`src/rtl/proc_pkg.sv`:
```
// Shared definitions for the instruction sequencer: state encoding, opcodes,
// default handshake timeout and opcode classification.
package proc_pkg;

  typedef enum logic [2:0] {
    ST_IDLE   = 3'd0,
    ST_FETCH  = 3'd1,
    ST_DECODE = 3'd2,
    ST_EXEC   = 3'd3,
    ST_MEM    = 3'd4,
    ST_WB     = 3'd5,
    ST_HALTED = 3'd6,
    ST_ERROR  = 3'd7
  } state_t;

  typedef enum logic [2:0] {
    CL_ALU  = 3'd0,
    CL_MEM  = 3'd1,
    CL_JUMP = 3'd2,
    CL_NOP  = 3'd3,
    CL_HALT = 3'd4
  } op_class_t;

  localparam logic [3:0] OP_LOAD  = 4'b0111;
  localparam logic [3:0] OP_STORE = 4'b1000;
  localparam logic [3:0] OP_JUMP  = 4'b1001;
  localparam logic [3:0] OP_HALT  = 4'b1111;

  localparam int DEFAULT_TIMEOUT = 15;

  function automatic op_class_t classify(input logic [3:0] op);
    op_class_t cls;
    case (op)
      4'b0000, 4'b0001, 4'b0010, 4'b0011,
      4'b0100, 4'b0101, 4'b0110: cls = CL_ALU;
      OP_LOAD, OP_STORE:         cls = CL_MEM;
      OP_JUMP:                   cls = CL_JUMP;
      OP_HALT:                   cls = CL_HALT;
      default:                   cls = CL_NOP;
    endcase
    return cls;
  endfunction

endpackage

```
`src/rtl/wait_timer.sv`:
```
// Handshake watchdog: counts cycles spent waiting for an ack and flags the
// cycle that would be the TIMEOUT-th one without it.
module wait_timer
  import proc_pkg::*;
#(
  parameter int TIMEOUT = DEFAULT_TIMEOUT
) (
  input  logic clk,
  input  logic reset,
  input  logic clear,
  input  logic tick,
  output logic expired
);

  localparam int CW = $clog2(TIMEOUT + 1);
  localparam logic [CW-1:0] LIMIT = CW'(TIMEOUT - 1);

  logic [CW-1:0] count_r;

  // Wait-cycle counter; holds at the limit since the FSM leaves the wait state then
  always_ff @(posedge clk or negedge reset) begin
    if (!reset) begin
      count_r <= '0;
    end else if (clear) begin
      count_r <= '0;
    end else if (tick && (count_r != LIMIT)) begin
      count_r <= count_r + {{(CW-1){1'b0}}, 1'b1};
    end else begin
      count_r <= count_r;
    end
  end

  assign expired = (count_r == LIMIT);

endmodule

```
`src/rtl/instr_sequencer.sv`:
```
// Multi-cycle instruction sequencer: fetch/decode/execute/memory/writeback
// control FSM with handshake watchdog and retired-instruction counter.
module instr_sequencer
  import proc_pkg::*;
#(
  parameter int TIMEOUT = DEFAULT_TIMEOUT
) (
  input  logic        clk,
  input  logic        reset,
  input  logic        start,
  input  logic        halt_req,
  output logic        imem_req,
  input  logic        imem_ack,
  input  logic [15:0] imem_rdata,
  output logic [15:0] ir,
  output logic        dmem_req,
  output logic        dmem_we,
  input  logic        dmem_ack,
  output logic        rf_we,
  output logic        pc_en,
  output logic        pc_load,
  output logic        busy,
  output logic        err,
  output logic [2:0]  state,
  output logic [15:0] retire_cnt
);

  state_t      state_r, state_next_s, retire_dest_s;
  logic [15:0] ir_r, ir_next_s, retire_cnt_r;
  logic        retire_s, waiting_s, ack_s, expired_s, is_store_s, store_ack_s;
  logic        imem_req_r, dmem_req_r, dmem_we_r, rf_we_r, pc_en_r, pc_load_r;
  logic        busy_r, err_r;
  op_class_t   op_s, op_next_s;

  assign op_s          = classify(ir_r[3:0]);
  assign op_next_s     = classify(ir_next_s[3:0]);
  assign is_store_s    = (ir_r[3:0] == OP_STORE);
  assign waiting_s     = (state_r == ST_FETCH) || (state_r == ST_MEM);
  assign ack_s         = ((state_r == ST_FETCH) && imem_ack) || ((state_r == ST_MEM) && dmem_ack);
  assign retire_dest_s = halt_req ? ST_IDLE : ST_FETCH;

  wait_timer #(.TIMEOUT(TIMEOUT)) u_wait_timer (
    .clk     (clk),
    .reset   (reset),
    .clear   (!waiting_s || ack_s),
    .tick    (waiting_s && !ack_s),
    .expired (expired_s)
  );

  // Next-state, instruction latch and retire decision
  always_comb begin
    state_next_s = state_r;
    ir_next_s    = ir_r;
    retire_s     = 1'b0;
    case (state_r)
      ST_IDLE: begin
        if (start) state_next_s = ST_FETCH;
        else       state_next_s = ST_IDLE;
      end
      ST_FETCH: begin
        if (imem_ack) begin
          ir_next_s    = imem_rdata;
          state_next_s = ST_DECODE;
        end else if (expired_s) begin
          state_next_s = ST_ERROR;
        end else begin
          state_next_s = ST_FETCH;
        end
      end
      ST_DECODE: state_next_s = ST_EXEC;
      ST_EXEC: begin
        case (op_s)
          CL_ALU:  state_next_s = ST_WB;
          CL_MEM:  state_next_s = ST_MEM;
          CL_JUMP, CL_NOP: begin
            retire_s     = 1'b1;
            state_next_s = retire_dest_s;
          end
          CL_HALT: begin
            retire_s     = 1'b1;
            state_next_s = ST_HALTED;
          end
          default: state_next_s = ST_ERROR;
        endcase
      end
      ST_MEM: begin
        if (dmem_ack) begin
          if (is_store_s) begin
            retire_s     = 1'b1;
            state_next_s = retire_dest_s;
          end else begin
            state_next_s = ST_WB;
          end
        end else if (expired_s) begin
          state_next_s = ST_ERROR;
        end else begin
          state_next_s = ST_MEM;
        end
      end
      ST_WB: begin
        retire_s     = 1'b1;
        state_next_s = retire_dest_s;
      end
      ST_HALTED: state_next_s = ST_HALTED;
      ST_ERROR:  state_next_s = ST_ERROR;
      default:   state_next_s = ST_ERROR;
    endcase
  end

  // State, datapath registers and outputs pre-decoded from the upcoming state
  always_ff @(posedge clk or negedge reset) begin
    if (!reset) begin
      state_r      <= ST_IDLE;
      ir_r         <= 16'h0000;
      retire_cnt_r <= 16'h0000;
      err_r        <= 1'b0;
      imem_req_r   <= 1'b0;
      dmem_req_r   <= 1'b0;
      dmem_we_r    <= 1'b0;
      rf_we_r      <= 1'b0;
      pc_en_r      <= 1'b0;
      pc_load_r    <= 1'b0;
      busy_r       <= 1'b0;
    end else begin
      state_r      <= state_next_s;
      ir_r         <= ir_next_s;
      retire_cnt_r <= retire_s ? (retire_cnt_r + 16'h0001) : retire_cnt_r;
      err_r        <= err_r || (state_next_s == ST_ERROR);
      imem_req_r   <= (state_next_s == ST_FETCH);
      dmem_req_r   <= (state_next_s == ST_MEM);
      dmem_we_r    <= (state_next_s == ST_MEM) && (ir_next_s[3:0] == OP_STORE);
      rf_we_r      <= (state_next_s == ST_WB);
      pc_en_r      <= (state_next_s == ST_WB) ||
                      ((state_next_s == ST_EXEC) && ((op_next_s == CL_NOP) || (op_next_s == CL_HALT)));
      pc_load_r    <= (state_next_s == ST_EXEC) && (op_next_s == CL_JUMP);
      busy_r       <= (state_next_s != ST_IDLE);
    end
  end

  // A store retires on the ack cycle itself, so its PC strobe follows the ack
  assign store_ack_s = (state_r == ST_MEM) && dmem_ack && is_store_s;

  assign imem_req   = imem_req_r;
  assign dmem_req   = dmem_req_r;
  assign dmem_we    = dmem_we_r;
  assign rf_we      = rf_we_r;
  assign pc_en      = pc_en_r || store_ack_s;
  assign pc_load    = pc_load_r;
  assign busy       = busy_r;
  assign err        = err_r;
  assign ir         = ir_r;
  assign state      = state_r;
  assign retire_cnt = retire_cnt_r;

endmodule

```
`config.mk`:
```
export PLATFORM = sky130hd
export DESIGN_NAME = instr_sequencer
export DESIGN_NICKNAME = d
export VERILOG_FILES = /design/src/rtl/proc_pkg.sv /design/src/rtl/wait_timer.sv /design/src/rtl/instr_sequencer.sv
export SDC_FILE = /design/constraint.sdc
export NUM_CORES = 1
export LEC_CHECK = 0
export CAP_MARGIN = 10
export CORE_MARGIN = 2
export CORE_UTILIZATION = 29
export DETAILED_ROUTE_END_ITERATION = 6
export PLACE_DENSITY_LB_ADDON = 0.25
export SLEW_MARGIN = 20
export SYNTH_ARGS = -nofsm -noshare
export SYNTH_HDL_FRONTEND = slang
export SYNTH_SLANG_ARGS = --single-unit
```
`constraint.sdc`:
```
create_clock -name clk -period 2.1 [get_ports clk]
set_clock_uncertainty 0.05 [all_clocks]
set_input_delay 0.525 -clock clk [delete_from_list [all_inputs] [get_ports clk]]
set_output_delay 0.525 -clock clk [all_outputs]
set_load 0.05 [all_outputs]
```
== Word-level counts from Yosys, hierarchy flattened ==
Memory sizes are Yosys's and may differ from the RTL's.
Cells that the tools add are included.
W data, S select, Z words.

* Register bits after elaboration: 47
* Bits in read-only memories: 96
* Input bits: 22
* Output and inout bits: 43
* Memories kept: 2

* $add $sub $neg: 2
* Equality and inequality tests: 23
* Mux-type cells: 17
* Reductions and logical operators: 24

{| class="wikitable"
|+ Memory list
! name !! words !! bits a word !! read ports !! clocked after Yosys merged registers in !! write ports !! RTL line !! text
|-
| (name not given) || 16 || 3 || 1 || 0 || 0 || proc_pkg.sv:33 || <nowiki>case (op)</nowiki>
|-
| (name not given) || 16 || 3 || 1 || 0 || 0 || proc_pkg.sv:33 ||
|}

{| class="wikitable"
|+ Operators with widths
! kind !! count
|-
| $eq A3 B3 Y1 const B || 9
|-
| $pmux W3 S8 || 1
|-
| $eq A3 B2 Y1 const B || 7
|-
| $add A16 B1 Y16 const B || 1
|-
| $mux W4 || 4
|-
| $eq A4 B4 Y1 const B || 3
|-
| $mux W3 || 4
|-
| $pmux W3 S4 || 1
|-
| $eq A3 B1 Y1 const B || 3
|-
| $logic_and A1 B1 Y1 || 8
|-
| $logic_or A1 B1 Y1 || 7
|-
| $logic_not A3 Y1 || 2
|-
| $mux W1 || 5
|-
| $add A4 B1 Y4 const B || 1
|-
| $ne A4 B4 Y1 const B || 1
|-
| $pmux W1 S3 || 1
|-
| $reduce_bool A3 Y1 || 1
|-
| $reduce_or A3 Y1 || 1
|-
| $logic_not A1 Y1 || 2
|-
| $mux W2 || 1
|-
| $reduce_and A2 Y1 || 1
|-
| $reduce_bool A2 Y1 || 1
|-
| $reduce_or A2 Y1 || 1
|}

== Logic depth before layout (Yosys ltp) ==
Gate-level depths: netlist (run 1).

* Depth in word-level cells: 8
* Mapped depth: 8

== Hierarchy ==
Synthesis (run 1) repeated with hierarchy kept, for this count alone.

* Cell total of the unflattened synthesis: 193
* Area total of the unflattened synthesis: 2228.4 µm²

{| class="wikitable"
|+ By module, submodules not included
! module !! times used !! cells an instance !! area an instance (µm²) !! seq. area each (µm²)
|-
| instr_sequencer || 1 || 169 || 2006.9 || 1076.0
|-
| wait_timer || 1 || 24 || 221.5 || 100.1
|}

== Least setup slack after synthesis (run 1) ==
OpenSTA, ideal clock, no wires.

* Path type: register to output
* Start: register ir_r[3] (netlist: ir[3])
* End: output port pc_en
* Data arrival time: 1960 ps
* Setup slack: -435 ps
* Stages on the path, launching flop included: 4
* Path through: dfrtp_1 > nor4b_4 > nand2_2 > o21bai_1

* Longest elaborated chain between the ends: 3

{| class="wikitable"
|+ RTL lines
! element !! RTL line !! text
|-
| start: declaration || instr_sequencer.sv:29 || <nowiki>logic [15:0] ir_r, ir_next_s, retire_cnt_r;</nowiki>
|-
| start signal: assignment || instr_sequencer.sv:126 || <nowiki>ir_r <= ir_next_s;</nowiki>
|-
| $eq A4 B4 Y1 || instr_sequencer.sv:37 || <nowiki>assign is_store_s = (ir_r[3:0] == OP_STORE);</nowiki>
|-
| $logic_and A1 B1 Y1 || instr_sequencer.sv:141 || <nowiki>assign store_ack_s = (state_r == ST_MEM) && dmem_ack && is_store_s;</nowiki>
|-
| $logic_or A1 B1 Y1 || instr_sequencer.sv:147 || <nowiki>assign pc_en = pc_en_r || store_ack_s;</nowiki>
|-
| end: declaration || instr_sequencer.sv:20 || <nowiki>output logic pc_en,</nowiki>
|}

Every way passes these cells.

== Worst setup path after layout (run 1) ==
* Start: register state_r[1] (netlist: state[1])
* End: output port pc_en

* Longest elaborated chain between the ends: 4

{| class="wikitable"
|+ RTL lines
! element !! RTL line !! text
|-
| start: declaration || instr_sequencer.sv:28 || <nowiki>state_t state_r, state_next_s, retire_dest_s;</nowiki>
|-
| start signal: assignment || instr_sequencer.sv:125 || <nowiki>state_r <= state_next_s;</nowiki>
|-
| $eq A3 B3 Y1 || instr_sequencer.sv:141 ||
|-
| $logic_and A1 B1 Y1 (2 in series) || instr_sequencer.sv:141 ||
|-
| $logic_or A1 B1 Y1 || instr_sequencer.sv:147 ||
|}

Every way passes these cells.

==> metrics, run 1 <==
status=completed; Max VDD drop=0.000901 V; Sink Count=47; MaxCap Viol Count=0; dpl hpwl=3.74 mm; clock slew at reported path FFs=0.09 ns; WP buf/inv=1; Gate Count Post-Synth=190; DR vias/cell=4.73; Logic pwr share=56.6%; pwr dens=1450 nW/µm²; die width=92.2 µm; Routed WL per cell=13.7 µm; antenna violations before repair=0; critical path's slowest cell=dfrtp_2; Slew Limit Fails=0; EDFF count, synth=0; nets=296; FP Rows=32; area delta synth->final=42.4%; clock power share=13.0%; # hold bufs at CTS=0; clock root buffer master=clkbuf_8; post-synthesis cell area=2260 µm²; WS Path Type=register to output pin; Max FO, Critical Path=7; GR Overflow Total=0; slowest cell delay on critical path=0.46 ns; post-route minimum period=2.09 ns; 1st-pass router iterations=6; total track usage=12.5%; Distinct cells, synth=47; CTS H-tree lvls=2; CP endpoint kind=output pin; worst setup margin=0.00691 ns; drt total wl=5.12 mm; Net Sw Frac=46.3%; Max-slew headroom=62.8%; WP data required=1.52 ns; Pwr Total=0.00465 W; Post-Syn Area per Cell=11.9 µm²; P_leak=1.44 nW; Post-synth ARST share=100%; Clock Path Buffers=2; crit-path leading delay family=flip-flops; Die ar.=8510 µm²; DRC=0; placed insts=363; vias in the first global route=1763; Warnings, synthesis=0; # setup viols final=0; core area=7650 µm²; commonest non-fill, non-tap cell in the layout=dfrtp_1; Vias=1770; # diodes=0; Synth Register Bits=47; register share of total power=30.5%; Critical Path AT=1.52 ns; clk_lat worst skew=0.30 ns; Setup WS pre-CTS=-0.161 ns; Ports=65; first-pass GRT wire length=8.42 mm; Initial Util=29.5%; Synth Flop Type=dfrtp_1; register area share after synthesis=52.1%; hold_ws=0.151 ns; RSZ-0062 raised after global routing=yes; top post-synthesis cells by area=dfrtp_1 (52%), mux2_2 (8.0%), xnor2_1 (5.4%), nand4_1 (2.2%), nand2_1 (1.8%); largest net degree at the start of global routing=25; RD Place Congestion=0.806; CTS tree=done; DIE HEIGHT=92.2 µm; port buffer count=64; total internal power=0.00249 W; Tightest Hold Check Type=input pin to asynchronous set/reset pin; setup TNS=0 ns; crit path cell chain=or3b_4 > o21bai_4 > buf_12; CTS buffer count=5; Fin. Hold Viols=0; most frequent cells in the layout=dfrtp_1 (42), buf_4 (39), clkdlybuf4s50_1 (33), mux2_2 (16), xnor2_1 (14); fmax=478 MHz; top cell type's share of synthesized area=52.1%; leading area contributor after synthesis=dfrtp_1; Antenna Nets Post-Route=0; Sw Pwr=0.00215 W; period utilization=99.7%; layout cell share with drive strength beyond 1=31.6%; Initial DRC Count=44; Worst setup SP type=register; Worst-Margin Slew=0.559 ns; final std cells w/o fill=374; Post-Syn Nets=215
sequential cells by signal (all words and copies together) (netlist names), 3 cells and up:
name                  flops
state                     3
u_wait_timer.count_r      4
ir                       16
retire_cnt               16
layout make-up:
type / instances / area [µm²]
inverter: 6 / 22.5
timing repair buffer: 81 / 762
tap: 102 / 128
fill: 757 / 4430
clock inverter: 2 / 16.3
multi-input combinational: 130 / 1020
sequential: 47 / 1180
clock buffer: 6 / 82.6
kinds of logic (layout without fill, tap and decap cells):
family	Yosys count	in the layout	share of synthesized area [%]
simple gates	70	70	19.7
flops	47	47	52.1
compound gates	24	24	8.59
xor+xnor	17	17	6.60
mux	16	16	7.98
buf+inv	13	95	3.33
fa+ha+maj	3	3	1.66
metrics by stage:
stage | util, % | cell area, µm²
after CTS | 42.0 | 3210
final | 42.0 | 3210
after floorplan | - | 2270
after global placement | 40.3 | 3080
after global routing | 42.0 | 3210
after detailed placement | 40.3 | 3080
metal layers:
layer	vias up	global-route usage, %	wire length (µm)
met5	-	0	0
met4	0	4.23	78
met2	48	19.8	2370
met1	870	16.3	2390
met3	8	4.03	275
li1	844	-	-
repair_timing:
action,CTS,global route
setup buffers,3,0
pin swaps,2,3
setup endpoints to repair,1,3
gates resized for setup,5,2
path summary, 6_finish.rpt:
kind	endpoint	slack, ns	start	cells past startpoint
min in group clk	retire_cnt[15]	0.43	retire_cnt[15]	1
max in group asynchronous	u_wait_timer.count_r[1]	1.32	reset	2
worst max-delay path	pc_en	0.007	state[1]	3
worst max register to register	pc_en_r	0.22	u_wait_timer.count_r[0]	7
worst min register to register	retire_cnt[15]	0.43	retire_cnt[15]	1
worst min-delay path	ir[7]	0.15	reset	1
power groups by stage:
stage | logic, W | clock network (W) | registers [W]
3_3_place_gp | 0.00257 | 0 | 0.00144
2_1_floorplan | 0.000863 | 0 | 0.00229
4_1_cts | 0.00265 | 0.000632 | 0.00142
3_5_place_dp | 0.00258 | 0 | 0.00145
6_report | 0.00263 | 0.000602 | 0.00142
5_1_grt | 0.00279 | 0.000658 | 0.00146
synthesized netlist by cell type (all sizes together) (2+ instances only):
master / instances
dfrtp: 47
mux2: 16
xnor2: 14
nand2: 13
nor3: 9
nand4: 8
buf: 7
inv: 6
and3: 5
nand3: 5
nor2: 5
and4: 4
nor2b: 4
o31ai: 4
a21oi: 3
and2: 3
ha: 3
nor3b: 3
o21ai: 3
xor2: 3
a211oi: 2
a31oi: 2
nand2b: 2
nor4b: 2
o21a: 2
o21bai: 2
No activity file was read; power rests on OpenSTA's default activity.
==> run 2, diff against run 1 <==
Settings changed: CELL_PAD_IN_SITES_DETAIL_PLACEMENT set to 0, CELL_PAD_IN_SITES_GLOBAL_PLACEMENT set to 1, CORE_MARGIN 2 to not set, CORE_UTILIZATION 29 to 37.
==> run 2 against run 1 <==
Effect of this change: power is 1.7% lower; clock-buffer cell count is 1 lower; die area is 25% lower; sequential cell count stayed put; first-iteration DRC count is 18% higher; wire length is 5.3% lower; register-to-register slack hardly changed; utilization is 12 points higher; via count is 2.8% lower; sequential power hardly changed; global-route usage is 4.2 points higher; critical endpoint unchanged.
==> metrics, run 2 (synthesized netlist as in run 1, its figures left out) <==
post-route minimum period=2.05 ns (was 2.09 ns); fmax=487 MHz (was 478 MHz); Initial Util=38.4% (was 29.5%); worst setup margin=0.0479 ns (was 0.00691 ns); MaxCap Viol Count=0 (unchanged); CTS H-tree lvls=2 (unchanged); Clock Path Buffers=2 (unchanged); nets=295 (was 296); final std cells w/o fill=346 (was 374); most frequent cells in the layout=dfrtp_1 (44), clkdlybuf4s50_1 (37), buf_4 (30), mux2_2 (16), xnor2_1 (14) (was dfrtp_1 (42), buf_4 (39), clkdlybuf4s50_1 (33), mux2_2 (16), xnor2_1 (14)); WS Path Type=register to output pin (unchanged); placed insts=336 (was 363); Critical Path AT=1.48 ns (was 1.52 ns); pwr dens=1430 nW/µm² (was 1450 nW/µm²); Max-slew headroom=65.1% (was 62.8%); DRC=0 (unchanged); total track usage=16.7% (was 12.5%); clk_lat worst skew=0.30 ns (about the same); Max VDD drop=0.000802 V (was 0.000901 V); WP data required=1.52 ns (about the same); Fin. Hold Viols=0 (unchanged); critical path's slowest cell=dfrtp_1 (was dfrtp_2); Pwr Total=0.00457 W (was 0.00465 W); # hold bufs at CTS=0 (unchanged); status=completed (unchanged); reg2reg path depth=7 (unchanged); FP Rows=28 (was 32); # diodes=0 (unchanged); crit-path leading delay family=simple AND/OR/NAND/NOR gates (was flip-flops); RD Place Congestion=0.766 (was 0.806); Die ar.=6420 µm² (was 8510 µm²); clock slew at reported path FFs=0.09 ns (about the same); Slew Limit Fails=0 (unchanged); Initial DRC Count=52 (was 44); slowest cell delay on critical path=0.42 ns (was 0.46 ns); Ports=65 (unchanged); vias in the first global route=1699 (was 1763); layout cell share with drive strength beyond 1=28.4% (was 31.6%); reg-to-reg critical path endpoint=pc_en_r (unchanged); area delta synth->final=41.6% (was 42.4%); drt total wl=4.85 mm (was 5.12 mm); first-pass GRT wire length=8.30 mm (was 8.42 mm); CTS buffer count=5 (unchanged); WP buf/inv=1 (unchanged); Antenna Nets Post-Route=0 (unchanged); R2R setup slack=0.22 ns (about the same); DR vias/cell=4.97 (was 4.73); Setup WS pre-CTS=-0.116 ns (was -0.161 ns); Routed WL per cell=14.0 µm (was 13.7 µm); crit path cell chain=nor4b_4 > nand2_2 > o21bai_4 > buf_12 (was or3b_4 > o21bai_4 > buf_12); Vias=1721 (was 1770); Max FO, Critical Path=2 (was 7); dpl hpwl=3.54 mm (was 3.74 mm); GR Overflow Total=0 (unchanged); Worst-Margin Slew=0.522 ns (was 0.559 ns); period utilization=97.7% (was 99.7%); # setup viols final=0 (unchanged); Tightest Hold Check Type=input pin to asynchronous set/reset pin (unchanged); port buffer count=64 (unchanged); Sink Count=47 (unchanged); P_leak=1.48 nW (was 1.44 nW); RSZ-0062 raised after global routing=yes (unchanged); CTS tree=done (unchanged); CP endpoint kind=output pin (unchanged); largest net degree at the start of global routing=22 (was 25); Critical R2R Launch=u_wait_timer.count_r[0] (unchanged); DIE HEIGHT=80.1 µm (was 92.2 µm); post-layout util=54.3% (was 42.0%); antenna violations before repair=0 (unchanged); clock root buffer master=clkbuf_8 (unchanged); Worst setup SP type=register (unchanged); 1st-pass router iterations=4 (was 6); core area=5890 µm² (was 7650 µm²); commonest non-fill, non-tap cell in the layout=dfrtp_1 (unchanged); die width=80.1 µm (was 92.2 µm)
[run 2: layout make-up]
type                       instances  area, µm²
multi-input combinational        130       1020
sequential                        47       1180
clock inverter                     3       20.0
timing repair buffer              80        791
fill                             564       2690
tap                               75       93.8
inverter                           6       22.5
clock buffer                       5       68.8
[run 2: worst reg2reg max path, cell delays in order, from the launching register on]
cell and delay (ns):
dfrtp_1 0.42, inv_1 0.10, ha_1 0.22, and3_1 0.22
a211oi_1 0.06, or3_4 0.36, nor2b_1 0.16, a21o_1 0.18
[run 2: through the flow]
step | area, µm² | TNS, ns | hold slack, ns
2_1_floorplan | 2270 | 0 | 0.179
3_3_place_gp | 3080 | -0.209 | 0.411
3_5_place_dp | 3080 | -0.349 | 0.411
4_1_cts | 3180 | 0 | 0.136
5_1_grt | 3200 | -0.00913 | 0.156
6_report | 3200 | 0 | 0.131
[run 2: how the worst max path moves through the flow]
stage	end	start	cells after the start	slack, ns
after global routing	pc_en	state[2]	3	-0.009
after global placement	pc_en_r	dmem_ack	6	-0.07
after floorplan	pc_en	ir[0]	3	0.02
after detailed placement	pc_en_r	dmem_ack	6	-0.12
after CTS	pc_en	state[0]	3	0.004
final	pc_en	ir[0]	4	0.05
[run 2: power by group]
group / internal [W] / switching, W / leakage [nW] / total, W
combinational: 0.00104 / 0.00157 / 0.840 / 0.00261
clock: 0.000232 / 0.000312 / 0.0402 / 0.000544
sequential: 0.00118 / 0.000236 / 0.597 / 0.00142
total: 0.00245 / 0.00211 / 1.48 / 0.00457
[run 2: layer usage]
metal  global-route usage (%)  up-vias  part of all wire, %  routed length, µm
met2                     25.8       44                   45               2190
met4                     4.82        0                  1.2                 57
met5                        0        -                    0                  0
met1                     23.2      828                   49               2350
met3                     4.20        6                  5.1                249
li1                         -      843                    -                  -
[run 2: timing repair]
| action | in CTS | in global routing |
|---|---|---|
| pin swaps | 2 | 2 |
| endpoints found under the setup margin | 1 | 5 |
| resized for setup | 2 | 6 |
| hold endpoints to repair | 0 | 0 |
| setup buffers | 2 | 0 |
